## src/rtl/adder_seq_nbit.sv

```systemverilog
// Multi-cycle adder/subtractor. It adds CHUNK_WIDTH bits per clock, least
// significant chunk first, and keeps the carry in a register between chunks.
// Subtract is computed as a + ~b + !borrow_in. The result registers change
// only on the edge that finishes an operation.
module adder_seq_nbit #(
    parameter int BIT_WIDTH   = 16,
    parameter int CHUNK_WIDTH = 4
) (
    input  logic                 clk_i,
    input  logic                 rst_i,
    input  logic                 start_i,
    input  logic                 sub_i,
    input  logic [BIT_WIDTH-1:0] a_i,
    input  logic [BIT_WIDTH-1:0] b_i,
    input  logic                 carry_in_i,
    output logic                 busy_o,
    output logic                 done_o,
    output logic [BIT_WIDTH-1:0] sum_o,
    output logic                 carry_out_o,
    output logic                 overflow_o
);

    localparam int NUM_CHUNKS = BIT_WIDTH / CHUNK_WIDTH;
    localparam int CNT_W      = (NUM_CHUNKS > 1) ? $clog2(NUM_CHUNKS) : 1;
    localparam logic [CNT_W-1:0] LAST_CHUNK = CNT_W'(NUM_CHUNKS - 1);

    typedef enum logic {IDLE, CALC} state_t;

    state_t                 state_q, state_d;
    logic [CNT_W-1:0]       cnt_q, cnt_d;
    // Operands shift right one chunk per step, so the active chunk is always
    // in the low bits. This avoids a variable-index mux.
    logic [BIT_WIDTH-1:0]   a_q, a_d;
    logic [BIT_WIDTH-1:0]   b_q, b_d;
    logic                   carry_q, carry_d;
    // The partial sum fills from the top. After NUM_CHUNKS steps, chunk 0
    // has reached bit 0.
    logic [BIT_WIDTH-1:0]   psum_q, psum_d;
    logic [BIT_WIDTH-1:0]   sum_q, sum_d;
    logic                   cout_q, cout_d;
    logic                   ovf_q, ovf_d;
    logic                   done_q, done_d;

    logic [CHUNK_WIDTH-1:0] a_ch, b_ch, s_ch;
    logic [CHUNK_WIDTH:0]   add_w;
    logic                   c_ch;
    logic                   msb_cin;
    logic [BIT_WIDTH-1:0]   psum_nx;

    // One chunk of carry chain: this is the only wide arithmetic per cycle.
    always_comb begin
        a_ch    = a_q[CHUNK_WIDTH-1:0];
        b_ch    = b_q[CHUNK_WIDTH-1:0];
        add_w   = (CHUNK_WIDTH+1)'(a_ch) + (CHUNK_WIDTH+1)'(b_ch)
                + (CHUNK_WIDTH+1)'(carry_q);
        s_ch    = add_w[CHUNK_WIDTH-1:0];
        c_ch    = add_w[CHUNK_WIDTH];
        // Carry into the top bit of this chunk. It is only used on the last chunk.
        msb_cin = s_ch[CHUNK_WIDTH-1] ^ a_ch[CHUNK_WIDTH-1] ^ b_ch[CHUNK_WIDTH-1];
        psum_nx = (psum_q >> CHUNK_WIDTH)
                | (BIT_WIDTH'(s_ch) << (BIT_WIDTH - CHUNK_WIDTH));
    end

    // Next-state logic: accept a start in IDLE, step chunks in CALC, and commit on the last chunk.
    always_comb begin
        state_d = state_q;
        cnt_d   = cnt_q;
        a_d     = a_q;
        b_d     = b_q;
        carry_d = carry_q;
        psum_d  = psum_q;
        sum_d   = sum_q;
        cout_d  = cout_q;
        ovf_d   = ovf_q;
        done_d  = 1'b0;
        unique case (state_q)
            IDLE: begin
                if (start_i) begin
                    state_d = CALC;
                    cnt_d   = '0;
                    a_d     = a_i;
                    b_d     = sub_i ? ~b_i : b_i;
                    carry_d = sub_i ^ carry_in_i;
                    psum_d  = '0;
                end
            end
            CALC: begin
                a_d     = a_q >> CHUNK_WIDTH;
                b_d     = b_q >> CHUNK_WIDTH;
                carry_d = c_ch;
                psum_d  = psum_nx;
                cnt_d   = cnt_q + 1'b1;
                if (cnt_q == LAST_CHUNK) begin
                    state_d = IDLE;
                    cnt_d   = '0;
                    sum_d   = psum_nx;
                    cout_d  = c_ch;
                    ovf_d   = msb_cin ^ c_ch;
                    done_d  = 1'b1;
                end
            end
            default: state_d = IDLE;
        endcase
    end

    // State register. Reset has priority and aborts any operation in flight.
    always_ff @(posedge clk_i) begin
        if (rst_i) begin
            state_q <= IDLE;
            cnt_q   <= '0;
            a_q     <= '0;
            b_q     <= '0;
            carry_q <= 1'b0;
            psum_q  <= '0;
            sum_q   <= '0;
            cout_q  <= 1'b0;
            ovf_q   <= 1'b0;
            done_q  <= 1'b0;
        end else begin
            state_q <= state_d;
            cnt_q   <= cnt_d;
            a_q     <= a_d;
            b_q     <= b_d;
            carry_q <= carry_d;
            psum_q  <= psum_d;
            sum_q   <= sum_d;
            cout_q  <= cout_d;
            ovf_q   <= ovf_d;
            done_q  <= done_d;
        end
    end

    assign busy_o      = (state_q == CALC);
    assign done_o      = done_q;
    assign sum_o       = sum_q;
    assign carry_out_o = cout_q;
    assign overflow_o  = ovf_q;

endmodule
```

## config.mk

```make
export PLATFORM = sky130hd
export DESIGN_NAME = adder_seq_nbit
export DESIGN_NICKNAME = d
export VERILOG_FILES = /design/src/rtl/adder_seq_nbit.sv
export SDC_FILE = /design/constraint.sdc
export NUM_CORES = 1
export LEC_CHECK = 0
export ABC_AREA = 1
export CORE_MARGIN = 1
export CORE_UTILIZATION = 46
export CTS_CLUSTER_DIAMETER = 50
export DETAILED_ROUTE_END_ITERATION = 6
export MAX_ROUTING_LAYER = met4
export PLACE_DENSITY = 0.75
export SYNTH_ARGS = -nofsm -noshare
export SYNTH_HDL_FRONTEND = slang
export SYNTH_SLANG_ARGS = --single-unit
```

## constraint.sdc

```tcl
create_clock -name clk_i -period 1.73 [get_ports clk_i]
set_input_delay 0.173 -clock clk_i [delete_from_list [all_inputs] [get_ports clk_i]]
set_output_delay 0.173 -clock clk_i [all_outputs]
set_load 0.005 [all_outputs]
```

**Yosys cells after proc, flatten, opt, wreduce, memory -nomap -nowiden**

Index checks and enable logic that the tools add are counted.
W data, S select, Z words.

- Add/sub/neg operators: 3
- Multipliers: 0
- Divide/modulo/power cells: 0
- $lt $le $gt $ge: 0
- Equal/unequal tests: 2
- Shift-type cells: 0
- Mux-type cells: 16
- Bitwise logic cells: 7
- Reduce and logical (&&, ||, !) cells: 2

Operator list:

| cell | count |
|---|---|
| $pmux W16 S2 | 3 |
| $mux W16 | 4 |
| $not A16 Y16 | 1 |
| $or A12 B16 Y16 | 1 |
| $add A4 B4 Y5 | 1 |
| $add A5 B1 Y5 | 1 |
| $mux W1 | 4 |
| $mux W2 | 2 |
| $pmux W1 S2 | 2 |
| $pmux W2 S2 | 1 |
| $xor A1 B1 Y1 | 4 |
| $add A2 B1 Y2 const B | 1 |
| $eq A2 B2 Y1 const B | 1 |
| $ne A2 B2 Y1 const B | 1 |
| $reduce_and A2 Y1 | 1 |
| $reduce_or A2 Y1 | 1 |
| $not A1 Y1 | 1 |

- Register bits after elaboration: 71
- Latch bits: 0
- Memory bits (writable): 0
- ROM bits: 0
- Input bits: 37
- Output and inout port bits: 20
- Logic and storage cells: 40
- Memories kept: 0

**Logic depth before layout (Yosys ltp)**

- Depth in word-level cells: 5
- Depth in mapped cells: 12
- Gate-level depth less buffers: 12

**Worst setup path before layout**

OpenSTA, ideal clock, no wires.

- Kind: reg2reg
- Start point: register a_q[0]
- End point: register psum_q[13]
- Setup time: 0.070 ns
- Data arrival time: 1.647 ns
- Required time: 1.660 ns
- Path slack: 0.012 ns
- Cell stages (with the launch flop): 6
- Buffers on the path: 0
- Period minus slack after synthesis: 1.718 ns
- Path through: dfxtp_1 > fa_1 > inv_1 > fa_1 > or2_2 > a21oi_1

- Cells in the longest elaborated chain, start to end: 4

RTL lines:

| item | line | RTL |
|---|---|---|
| start, declared | 33 | `logic [BIT_WIDTH-1:0] a_q, a_d;` |
| start signal, assigned | 111 | `a_q <= '0;` |
| start signal, assigned | 122 | `a_q <= a_d;` |
| $add A4 B4 Y5 | 54 | `add_w = (CHUNK_WIDTH+1)'(a_ch) + (CHUNK_WIDTH+1)'(b_ch)` |
| $add A5 B1 Y5 | 55 | `+ (CHUNK_WIDTH+1)'(carry_q);` |
| $or A12 B16 Y16 | 61 | `\| (BIT_WIDTH'(s_ch) << (BIT_WIDTH - CHUNK_WIDTH));` |
| $pmux W16 S2 | 76 | `unique case (state_q)` |
| end signal, assigned | 125 | `psum_q <= psum_d;` |
| end, declared | 38 | `logic [BIT_WIDTH-1:0] psum_q, psum_d;` |

No other way between the ends.
A chain may end at the register's enable or synchronous reset.

**Final worst setup path**

- Start point: register b_q[0]
- End point: register ovf_q, in the netlist overflow_o

- Cells in the longest elaborated chain, start to end: 5

RTL lines:

| item | line | RTL |
|---|---|---|
| start, declared | 34 | `logic [BIT_WIDTH-1:0] b_q, b_d;` |
| start signal, assigned | 112 | `b_q <= '0;` |
| start signal, assigned | 123 | `b_q <= b_d;` |
| $add A4 B4 Y5 * | 54 |  |
| $add A5 B1 Y5 * | 55 |  |
| $xor A1 B1 Y1 (2 in series) | 59 | `msb_cin = s_ch[CHUNK_WIDTH-1] ^ a_ch[CHUNK_WIDTH-1] ^ b_ch[CHUNK_WIDTH-1];` |
| $xor A1 B1 Y1 * | 98 | `ovf_d = msb_cin ^ c_ch;` |
| end signal, assigned | 128 | `ovf_q <= ovf_d;` |
| end, declared | 41 | `logic ovf_q, ovf_d;` |

Every way passes the cells marked *; elsewhere a longest branch is shown, timed or not.

==> impl_metrics.env <==
export IMPL_stdcell_area_um2=3864
export IMPL_antennaDiodeCount=0
export IMPL_grt_pass1_wl_mm=10.62
export IMPL_cts_max_level=3
export IMPL_yosys_area_share_simple_pct=30.20
export IMPL_use_met2_pct=34.30
export IMPL_viasPerCell=4.991
export IMPL_synthMuxAreaShare_pct=0
export IMPL_cts_buffers=9
export IMPL_dr_pass1_iters=4
export IMPL_synth_fa_ha_area_share_pct=3.024
export IMPL_cap_violations=0
export IMPL_clock_fmax_ghz=0.5937
export IMPL_layout_cells_non_filler=537
export IMPL_rows=28
export IMPL_cts_tree="done"
export IMPL_synth_avg_cell_area_um2=7.411
export IMPL_hold_path_class="primary input to flop"
export IMPL_cpMostUsedCell="inv_2"
export IMPL_antenna_found_initial=0
export IMPL_routed_wl_mm=6.349
export IMPL_die_y_um=82.48
export IMPL_rsz0062_at_grt="true"
export IMPL_critPathLaunchType="flop"
export IMPL_synth_nets=445
export IMPL_drc_errors=0
export IMPL_crit_arrival_ns=1.93
export IMPL_dp_final_hpwl_mm=4.248
export IMPL_synth_top_family_by_area="simple AND/OR/NAND/NOR gates"
export IMPL_timing_final_crit_period_ns=1.684
export IMPL_cts_sinks=67
export IMPL_nNetsFinal=500
export IMPL_syn2layout_area_growth_pct=29.69
export IMPL_pwr_share_clk_pct=39.4
export IMPL_skew_ns=0.006421
export IMPL_crit_path_end_kind="flop"
export IMPL_setup_viol=0
export IMPL_max_vdd_ir_drop_v=0.0004583
export IMPL_use_met1_pct=25.03
export IMPL_clk_pin_slew_ns=0.07
export IMPL_critical_path_class="flop to flop"
export IMPL_synth_cell_types=26
export IMPL_worstPathCellList="fa_2 > inv_2 > fa_2 > inv_2 > nand3_4 > nand3_1 > nand2_1 > nand2_1 > nand3_2 > nand2_2 > inv_2"
export IMPL_die_area_um2=6802
export IMPL_fin_util_pct=63.38
export IMPL_status="finished, final reports clean"
export IMPL_synth_area_top_cells="dfxtp_1 (45%), nand2_1 (22%), nand3_1 (6.0%)"
export IMPL_worstPathRequired_ns=1.97
export IMPL_intPower_mw=2.551
export IMPL_finalMaxSlewViolations=0
export IMPL_core_area_um2=6096
export IMPL_grt_overflow_total=0
export IMPL_critical_path_max_stage_delay_ns=0.37
export IMPL_synth_compound_area_share_pct=7.770
export IMPL_grt_pass1_vias=2487
export IMPL_startpoint="b_q[0]$_SDFFE_PP0P_"
export IMPL_cts_buffer_depth=2
export IMPL_syn_area_um2=2979
export IMPL_grt_max_degree=39
export IMPL_grt_total_usage_pct=21.35
export IMPL_r2r_start="b_q[0]$_SDFFE_PP0P_"
export IMPL_synth_seq_cells=67
export IMPL_grt_busiest_layer="met2"
export IMPL_yosysSeqAreaShare_pct=45.02
export IMPL_fin_crit_sh_pct=97.36
export IMPL_critical_path_peak_fanout=3
export IMPL_cp_slowest_cell="fa_2"
export IMPL_cp_endpoint="overflow_o$_SDFFE_PP0P_"
export IMPL_fp_dieW_um=82.48
export IMPL_r2r_end="overflow_o$_SDFFE_PP0P_"
export IMPL_synth_xor_area_share_pct=5.292
export IMPL_seqPwrFrac_pct=48.0
export IMPL_yosys_warnings=0
export IMPL_io_pins=57
export IMPL_drt_initial_drc_count=135
export IMPL_p_leak_nw=1.667
export IMPL_routedWlPerCell_um=11.82
export IMPL_p_sw_uw=862.8
export IMPL_power_mw=3.414
export IMPL_yosysTopAreaCell="dfxtp_1"
export IMPL_placed_area_um2=3588
export IMPL_gr_usage_met3_pct=6.044
export IMPL_reg2reg_depth=11
export IMPL_slew_headroom_pct=74.31
export IMPL_worstMarginPinSlew_ns=0.3853
export IMPL_via_count=2680
export IMPL_ant_nets=0
export IMPL_p_per_area_nw_per_um2=883.6
export IMPL_power_switching_share_pct=25.27
export IMPL_synth_top_area_share_pct=45.02
export IMPL_synth_cells=402
export IMPL_combPwrFrac_pct=12.6
export IMPL_holdBufCountCts=0
export IMPL_dp_cells=519
export IMPL_portBuffers=56
export IMPL_start_util_pct=48.87
export IMPL_cts_root_buffer="clkbuf_8"
export IMPL_hold_viol_final=0
export IMPL_rrSetupSlack_ns=0.05
export IMPL_place_congestion=0.8464
export IMPL_clk_latency_ns=0.34
export IMPL_drive_above_1_share_pct=11.04
area by class of cell:
class | instances | area (um^2)
inverters | 27 | 103.9
repair buffers | 66 | 685.7
clock inverters | 5 | 60.06
fillers | 576 | 2232
well taps | 75 | 93.84
multi-input cells | 286 | 1424
flip-flops and latches | 67 | 1345
clock buffers | 11 | 151.4
sequential cells by signal (all words and copies together) (netlist names), 2 cells and up:
name and count:
a_q 16, b_q 16, sum_o 16, psum_q 12
cnt_q 2
power by group through the flow:
stage,registers (mW),clock network [mW],logic (mW)
final,1.64,1.35,0.429
after global routing,1.65,1.45,0.481
after CTS,1.64,1.37,0.417
after detailed placement,1.67,0,0.413
after global placement,1.67,0,0.405
after floorplan,1.66,0,0.264
timing repair:
action | CTS | global route
resized for setup | 3 | 15
gates cloned | 0 | 0
setup buffers | 0 | 2
setup endpoints to repair | 2 | 4
pin swaps | 0 | 8
through the flow:
step	hold slack, ns	setup slack (ns)	setup TNS, ns
4_1_cts	0.3695	0.002156	0
5_1_grt	0.3938	-0.06049	-0.06608
6_report	0.3869	0.04574	0
3_5_place_dp	0.4389	-0.05852	-0.07606
3_3_place_gp	0.4290	-0.01247	-0.01247
2_1_floorplan	0.3204	0.01208	0
placed cells by master, fill, tap and decap left out:
cell,n
or2_2,1
a21oi_2,2
nor2_4,1
clkinv_2,1
nand2_2,3
a22oi_1,1
inv_1,20
inv_2,6
o21ai_1,3
nand3_4,1
inv_6,1
buf_12,4
or2_4,1
o211ai_1,1
ha_1,4
a21oi_1,22
buf_4,6
clkbuf_8,11
nor2_1,3
nand3_2,1
dfxtp_1,64
nand2_1,172
nor3_2,1
clkinvlp_4,1
clkinv_4,1
bufinv_16,1
inv_4,1
fa_2,2
nand3_1,34
a31oi_1,13
clkdlybuf4s50_1,56
xnor2_1,1
nand2_4,2
xor2_1,17
dfxtp_2,3
Yosys cell counts:
master / number
xnor2_1: 1
buf_6: 5
a22oi_1: 1
inv_4: 1
nor2_4: 1
buf_1: 1
ha_1: 4
buf_2: 7
nand2_2: 1
clkbuf_1: 2
nand3_1: 36
dfxtp_1: 67
fa_1: 2
inv_2: 3
a21oi_1: 24
xor2_1: 17
nand2_1: 175
o21ai_1: 3
nor3_2: 1
inv_1: 23
nor2_1: 3
or2_2: 2
nand2_4: 1
o211ai_1: 1
a31oi_1: 13
buf_4: 7
layer usage:
layer / part of all wire [%] / routed length [um]
met1: 45 / 2860
met2: 48 / 3066
met3: 5.2 / 329
met4: 1.4 / 91
met5: 0 / 0
cell families after synthesis:
group,Yosys count
AND/OR/NAND/NOR,220
flip-flops,67
buffers and inverters,49
AO/OA/AOI/OAI,42
XOR/XNOR,18
adder cells (fa/ha/maj),6
worst max-delay path: cells and delay by family (launching register included):
kind,cells,cell delay [ns]
adders and majority gates,2,0.60
buffers and inverters,3,0.16
DFF,1,0.35
and+or+nand+nor,6,0.48
how the worst min path moves through the flow:
stage                             to  slack (ns)              startpoint  cells after the start
2_1_floorplan   a_q[12]$_SDFFE_PP0P_        0.32                 a_i[12]                      2
3_3_place_gp   sum_o[2]$_SDFFE_PP0P_        0.43  psum_q[6]$_SDFFE_PP0P_                      2
3_5_place_dp   sum_o[2]$_SDFFE_PP0P_        0.44  psum_q[6]$_SDFFE_PP0P_                      2
4_1_cts         a_q[15]$_SDFFE_PP0P_        0.37                 a_i[15]                      3
5_1_grt         a_q[15]$_SDFFE_PP0P_        0.39                 a_i[15]                      3
6_report        a_q[15]$_SDFFE_PP0P_        0.39                 a_i[15]                      3
Note: power is estimated with default switching activity, not from simulation.
